### src/rtl/gnn_aggr.sv
// gnn_aggr: neighbour-aggregation stage for the GNN layer.
//
// Sums up to MAX_NBR per-node ReLU feature vectors (four lanes, FEAT_W bits
// each) element-wise and presents the AGGR_W-bit aggregated vector to the
// output layer together with a single-cycle aggr_valid pulse.
//
// Ports:
//   clk         clock, rising-edge active
//   rst         asynchronous, active-high reset
//   start       single-cycle pulse, begins (or restarts) an aggregation
//   nbr_cnt     number of vectors to sum, sampled when start=1
//   in_valid    a feature vector is present on y4_relu..y7_relu
//   y4..y7_relu signed ReLU features of one node
//   in_ready    high while vectors are being accepted
//   busy        high while an aggregation is in progress
//   y4..y7_aggr registered aggregated features, held until next completion
//   aggr_valid  one-cycle pulse when y*_aggr update
//
// Optional feature macro: GNN_AGGR_SAT_EN
//   defined   - each accumulator saturates at 2^(AGGR_W-1)-1
//   undefined - accumulators wrap modulo 2^AGGR_W
module gnn_aggr #(
  parameter int MAX_NBR = 4,
  parameter int FEAT_W  = 15,
  parameter int AGGR_W  = 17,
  localparam int CNT_W  = $clog2(MAX_NBR + 1)
) (
  input  logic                     clk,
  input  logic                     rst,
  input  logic                     start,
  input  logic [CNT_W-1:0]         nbr_cnt,
  input  logic                     in_valid,
  input  logic signed [FEAT_W-1:0] y4_relu,
  input  logic signed [FEAT_W-1:0] y5_relu,
  input  logic signed [FEAT_W-1:0] y6_relu,
  input  logic signed [FEAT_W-1:0] y7_relu,
  output logic                     in_ready,
  output logic                     busy,
  output logic signed [AGGR_W-1:0] y4_aggr,
  output logic signed [AGGR_W-1:0] y5_aggr,
  output logic signed [AGGR_W-1:0] y6_aggr,
  output logic signed [AGGR_W-1:0] y7_aggr,
  output logic                     aggr_valid
);

  typedef enum logic {IDLE, ACCUM} state_t;

`ifdef GNN_AGGR_SAT_EN
  localparam logic [AGGR_W-1:0] SAT_MAX = {1'b0, {(AGGR_W-1){1'b1}}};
`endif

  state_t                  state, next_state;
  logic [3:0][FEAT_W-1:0]  feat;
  logic [3:0][AGGR_W-1:0]  acc;
  logic [3:0][AGGR_W-1:0]  sum;
  logic [3:0][AGGR_W-1:0]  result;
  logic [CNT_W-1:0]        count;
  logic [CNT_W-1:0]        target;
  logic [CNT_W-1:0]        target_in;
  logic                    last;

  // A feature with its sign bit set contributes nothing; otherwise it is
  // zero-extended into the accumulator width.
  function automatic logic [AGGR_W-1:0] relu(input logic [FEAT_W-1:0] f);
    relu = f[FEAT_W-1] ? '0 : AGGR_W'(f);
  endfunction

  // One lane of accumulation. The saturating variant relies on both
  // operands being non-negative, which holds because relu() never emits a
  // negative value and the accumulator is clamped below the sign bit.
  function automatic logic [AGGR_W-1:0] add_lane(input logic [AGGR_W-1:0] a,
                                                 input logic [AGGR_W-1:0] b);
`ifdef GNN_AGGR_SAT_EN
    logic [AGGR_W:0] s;
    s = {1'b0, a} + {1'b0, b};
    if (s > {1'b0, SAT_MAX}) add_lane = SAT_MAX;
    else add_lane = s[AGGR_W-1:0];
`else
    add_lane = a + b;
`endif
  endfunction

  assign feat = {y7_relu, y6_relu, y5_relu, y4_relu};

  // Requests above MAX_NBR are clamped so the counter can always reach them.
  assign target_in = (nbr_cnt > CNT_W'(MAX_NBR)) ? CNT_W'(MAX_NBR) : nbr_cnt;

  // The vector currently presented is the final one of this aggregation.
  assign last = ((count + CNT_W'(1)) == target);

  assign y4_aggr = result[0];
  assign y5_aggr = result[1];
  assign y6_aggr = result[2];
  assign y7_aggr = result[3];

  // Per-lane running sum including the vector on the inputs this cycle.
  always_comb begin
    sum = '0;
    for (int k = 0; k < 4; k++) begin
      sum[k] = add_lane(acc[k], relu(feat[k]));
    end
  end

  // State register.
  always_ff @(posedge clk or posedge rst) begin
    if (rst) state <= IDLE;
    else     state <= next_state;
  end

  // Next-state and status outputs. start outranks in_valid everywhere, and
  // a zero-length request completes straight from IDLE without entering
  // ACCUM.
  always_comb begin
    next_state = state;
    in_ready   = 1'b0;
    busy       = 1'b0;
    case (state)
      IDLE: begin
        if (start && (target_in != '0)) next_state = ACCUM;
      end
      ACCUM: begin
        in_ready = 1'b1;
        busy     = 1'b1;
        if (start) next_state = (target_in == '0) ? IDLE : ACCUM;
        else if (in_valid && last) next_state = IDLE;
      end
    endcase
  end

  // Datapath: accumulators, counter, target and the registered result.
  // The final vector is folded in on the completing edge so aggr_valid
  // appears in the cycle right after the last in_valid.
  always_ff @(posedge clk or posedge rst) begin
    if (rst) begin
      acc        <= '0;
      count      <= '0;
      target     <= '0;
      result     <= '0;
      aggr_valid <= 1'b0;
    end else begin
      aggr_valid <= 1'b0;
      if (start) begin
        acc    <= '0;
        count  <= '0;
        target <= target_in;
        if (target_in == '0) begin
          result     <= '0;
          aggr_valid <= 1'b1;
        end
      end else if ((state == ACCUM) && in_valid) begin
        if (last) begin
          result     <= sum;
          aggr_valid <= 1'b1;
          acc        <= '0;
          count      <= '0;
        end else begin
          acc   <= sum;
          count <= count + CNT_W'(1);
        end
      end
    end
  end

endmodule

### config.mk
export PLATFORM = sky130hd
export DESIGN_NAME = gnn_aggr
export DESIGN_NICKNAME = d
export VERILOG_FILES = /design/src/rtl/gnn_aggr.sv
export SDC_FILE = /design/constraint.sdc
export NUM_CORES = 1
export LEC_CHECK = 0
export BUFFER_PORTS_ARGS = -buffer_cell sky130_fd_sc_hd__buf_2
export CORE_AREA = 3 3 120 122
export CTS_BUF_LIST = sky130_fd_sc_hd__clkbuf_8
export DETAILED_ROUTE_END_ITERATION = 10
export DIE_AREA = 0 0 123 125
export GPL_ROUTABILITY_DRIVEN = 1
export PLACE_DENSITY_LB_ADDON = 0.2
export SLEW_MARGIN = 20
export SYNTH_ARGS = -nofsm -noshare
export SYNTH_HDL_FRONTEND = slang
export SYNTH_SLANG_ARGS = --single-unit
### constraint.sdc
create_clock -name clk -period 7.6 [get_ports clk]
set_clock_uncertainty 0.15 [all_clocks]
set_input_delay 0.76 -clock clk [delete_from_list [all_inputs] [get_ports clk]]
set_output_delay 0.76 -clock clk [all_outputs]
set_load 0.02 [all_outputs]
Word level (Yosys, flattened, before mapping)
Index checks and enable logic that the tools add are counted.

word-level totals
  word-level logic and storage cells = 54
  input bits = 67
  register bits after elaboration = 144
  output and inout bits = 71

operators by class
  muxes and demuxes = 25
  bitwise operators = 1
  equality and inequality tests = 2
  $lt $le $gt $ge = 1
  reduce and logical (&&, ||, !) cells = 8
  $add $sub $neg = 5

operator list
  cell                                                                      number
  68-bit two-way mux                                                        7
  17-bit by 14-bit adder with 17-bit output                                 4
  14-bit two-way mux                                                        4
  3-bit two-way mux                                                         4
  1-bit two-way mux                                                         9
  2-bit nonzero test                                                        2
  3-bit by 1-bit adder with 3-bit output (second input constant)            1
  3-bit equality test                                                       1
  3-bit > comparator (second input constant)                                1
  1-bit logical AND                                                         3
  3-bit zero test                                                           1
  3-bit AND reduction                                                       1
  3-bit nonzero test                                                        1
  2-bit by 1-bit inequality test with 1-bit output (second input constant)  1
  1-bit case mux with 2 select lines                                        1
  1-bit NOT                                                                 1

Depth between registers and ports, before layout
  depth after elaboration = 6
  mapped depth = 11
  mapped depth without buffers = 10

Worst setup path after synthesis
No wires, ideal clock.

  path type = input to register
  start = in y4_relu[14]
  end = reg result, in the netlist y4_aggr[16]
  setup slack = 4.412 ns
  stages = 11
  arrival = 2.912 ns
  path through = clkbuf_1 nor2b_1 ha_1 inv_1 fa_1 nor2b_1 o211ai_1 a31o_2 a21oi_1 a31oi_1 a221o_1

on the way
  longest elaborated chain between the ends = 5

RTL lines
  item                                       line  source
  start: declaration                         33    input logic signed [FEAT_W-1:0] y4_relu,
  14-bit two-way mux                         65    relu = f[FEAT_W-1] ? '0 : AGGR_W'(f);
  17-bit by 14-bit adder with 17-bit output  79    add_lane = a + b;
  68-bit two-way mux                         151   if (last) begin
  68-bit two-way mux                         150   end else if ((state == ACCUM) && in_valid) begin
  68-bit two-way mux                         142   if (start) begin
  end signal: assignment                     152   result <= sum;
  end: declaration                           56    logic [3:0][AGGR_W-1:0] result;

Every way passes these cells. The select of a mux whose other input is x is not followed.
A chain may end at the register's enable or synchronous reset.

Final worst setup path
  start = reg count[0]
  end = reg result, in the netlist y4_aggr[4]

on the way
  longest elaborated chain between the ends = 4

RTL lines
  item                                    line  source
  start: declaration                      57    logic [CNT_W-1:0] count;
  start signal: assignment                158   count <= count + CNT_W'(1);
  3-bit by 1-bit adder with 3-bit output  89    assign last = ((count + CNT_W'(1)) == target);
  3-bit equality test                     89
  2-bit nonzero test (no source line)     --
  3-bit AND reduction (no source line)    --

Every way passes these cells.

==> flow_metrics.tcl <==
set metrics [dict create \
    status "complete, no violations" \
    max_freq_ghz 0.290 \
    first_iter_violations 579 \
    yosys-top-cells-area "dfrtp_1 (42%), ha_1 (8.3%), a22o_1 (6.8%)" \
    synth_compound_area_share_pct 23.8 \
    clk_transition_reported_paths_ps 80 \
    setup_violations 0 \
    synthCells 880 \
    track_usage_pct 28.2 \
    synth_top_area_share_pct 42.0 \
    path_class "flip-flop to flip-flop" \
    grt_max_degree 75 \
    vias_per_cell 6.20 \
    critPathMaxFanout 50 \
    power.density_nw_per_um2 320 \
    postRouteAntennaNets 0 \
    synth-warning-count 0 \
    htree_levels 4 \
    clk_latency_ps 460 \
    wl_per_cell_um 18.3 \
    clkSinkCount 144 \
    die_h_um 125 \
    synthArstFlopShare_pct 100 \
    final_layout_size_suffix_gt1_share_pct 19.6 \
    synthMuxAreaShare_pct 1.18 \
    yosys.cell_types.count 56 \
    die_area_sq_um 15400 \
    finalPower_uw 3140 \
    gr-total-overflow 0 \
    nFillCells 1005 \
    cts_tree "done" \
    antenna_cells 0 \
    synth_area_sq_um 8580 \
    synth_edf_count 0 \
    fin_crit_ps 3450 \
    synth_ff_type "dfrtp_1" \
    synth_top_family_by_area "compound AO/OA/AOI/OAI gates" \
    cts_buffers 17 \
    synth_nets 1008 \
    power_leakage_uw 0.00506 \
    fin_crit_sh_pct 45.4 \
    core_sq_um 13300 \
    drt-pass1-iter-count 8 \
    multi_input_area_sq_um 4700 \
    post_cts_buffers 0 \
    die_w_um 123 \
    ios 138 \
    peakVddDrop_v 0.000187 \
    synth_simple_gate_area_share_pct 14.7 \
    synth-seq-cells 144 \
    worst_setup_path_end_kind "flip-flop" \
    relSlewSlack_pct 25.7 \
    nets 1117 \
    synth_fa_ha_area_share_pct 9.24 \
    rsz0062_at_grt "no" \
    hold_buffers 0 \
    worstPathArrival_ps 3650 \
    initial_core_util_pct 64.5 \
    hold_path_class "input port to async pin" \
    dr_total_vias 7305 \
    layoutNonFillerInstCount 1178 \
    dp.cells 1146 \
    post_cts_resized 0 \
    final-seq-area_sq_um 3600 \
    core.rowCount 42 \
    cp-start-kind "flip-flop" \
    slew_viol_final 0 \
    place_congestion 0.893 \
    required_ps 7800 \
    synth_area_per_cell_sq_um 9.75 \
    cap_viol_max_count 0 \
    wl_um 21600 \
    synthToLayoutAreaGrowth_pct 14.4 \
    fin_util_pct 73.9 \
    dpl.hpwl_um 14600 \
    worst_pin_slew_ps 1110 \
    synthXorXnorAreaFrac_pct 5.58 \
    grt_pass1_wl_um 34700 \
    fin_hold_ws_ps 233 \
    first_global_vias 7074 \
    antenna_found_initial 0 \
    cts-root-buf "clkbuf_8" \
    hold_viol_final 0 \
    drc 0 \
    synth.most_common_cell "dfrtp_1" \
    ys_seq_area_share_pct 42.0 \
    synth_common_cells "dfrtp_1 (144), nand2_1 (84), a22o_1 (67)" \
    cts_buffer_depth 2 \
    portBuffers 137 \
    fin_tns_setup_ps 0 \
    yosysTopAreaCell "dfrtp_1" \
]
## worst max-delay path, stage by stage, from the launching register on
cell and delay, ps:
dfrtp_1 420, ha_1 210, xor3_1 430, nor3_2 420, nand2_2 520, and2_4 510
inv_2 290, mux2_2 370
## power breakdown
part           internal (uW)  switching (uW)
logic                    483             747
clock network            429             309
registers               1000             171
total                   1910            1230
## per-stage QoR
stage / instance area (sq um) / setup WS (ps)
2_1_floorplan: 8580 / 2820
3_3_place_gp: 9320 / 3580
3_5_place_dp: 9320 / 3480
4_1_cts: 9810 / 3970
5_1_grt: 9820 / 3980
6_report: 9820 / 4150
## final cells by class
| class | instances | area share [%] |
|---|---|---|
| Timing Repair Buffer | 141 | 7.29 |
| Tap cell | 176 | 2.24 |
| Sequential cell | 144 | 36.7 |
| Clock buffer | 21 | 2.94 |
| Clock inverter | 11 | 2.04 |
| Inverter | 24 | 0.968 |
| Multi-Input combinational cell | 661 | 47.8 |
## final timing paths
| path | from | end | slack (ps) | depth (start not counted) |
|---|---|---|---|---|
| hold reg to reg | y4_aggr[3] | y4_aggr[3] | 320 | 2 |
| hold / removal | rst | y7_aggr[8] | 230 | 2 |
| max in group asynchronous | rst | acc[29] | 5670 | 3 |
| setup reg to reg | count[0] | y4_aggr[4] | 4150 | 7 |
| min in group clk | y4_aggr[3] | y4_aggr[3] | 320 | 2 |
| setup / recovery | count[0] | y4_aggr[4] | 4150 | 7 |
## registers in the layout (all words and copies together), names as in the netlist
name        flops
y7_aggr        17
y6_aggr        17
state           1
target          3
acc            68
y5_aggr        17
count           3
aggr_valid      1
y4_aggr        17
## logic make-up (layout without fill, tap and decap cells)
group,Yosys count,count (layout)
mux,9,9
flops,144,144
simple gates,247,247
xor+xnor,53,53
compound gates,291,291
buf+inv,75,197
fa+ha+maj,61,61
## metal layers
metal,GRT usage (%),vias to the layer above,routed length [um]
met1,38.6,3549,9380
met4,9.12,0,385
met3,5.10,34,1460
met2,45.6,283,10400
li1,-,3439,-
met5,0,-,0
## placed cells by master (no fill, tap or decap), types with 4 or more instances in the layout
cell       Yosys  layout
mux2_2         9       9
a22o_1        67      67
a31oi_1       16      16
nor3_1         9       8
a32o_1         6       6
inv_1         23      22
buf_4          1       4
and3_1         7       7
nor2b_1       65      65
bufinv_16      0       5
clkbuf_8       0      21
a21oi_1       51      50
o31ai_1        9       9
xor2_1        17      17
o211ai_1      11      11
nand2_1       84      84
o21ai_0       50      50
ha_1          57      57
xnor2_1       35      35
o22ai_1        6       6
nor2_1        19      19
nand3_1       24      24
buf_2         11     137
dfrtp_1      144     144
nand2b_1      10      10
fa_1           4       4
a31o_2         4       4
a211o_1        7       7
a21o_1        29      29
a211oi_1       9       9
nand4_1       15      15
(Power assumes the default switching activity.)
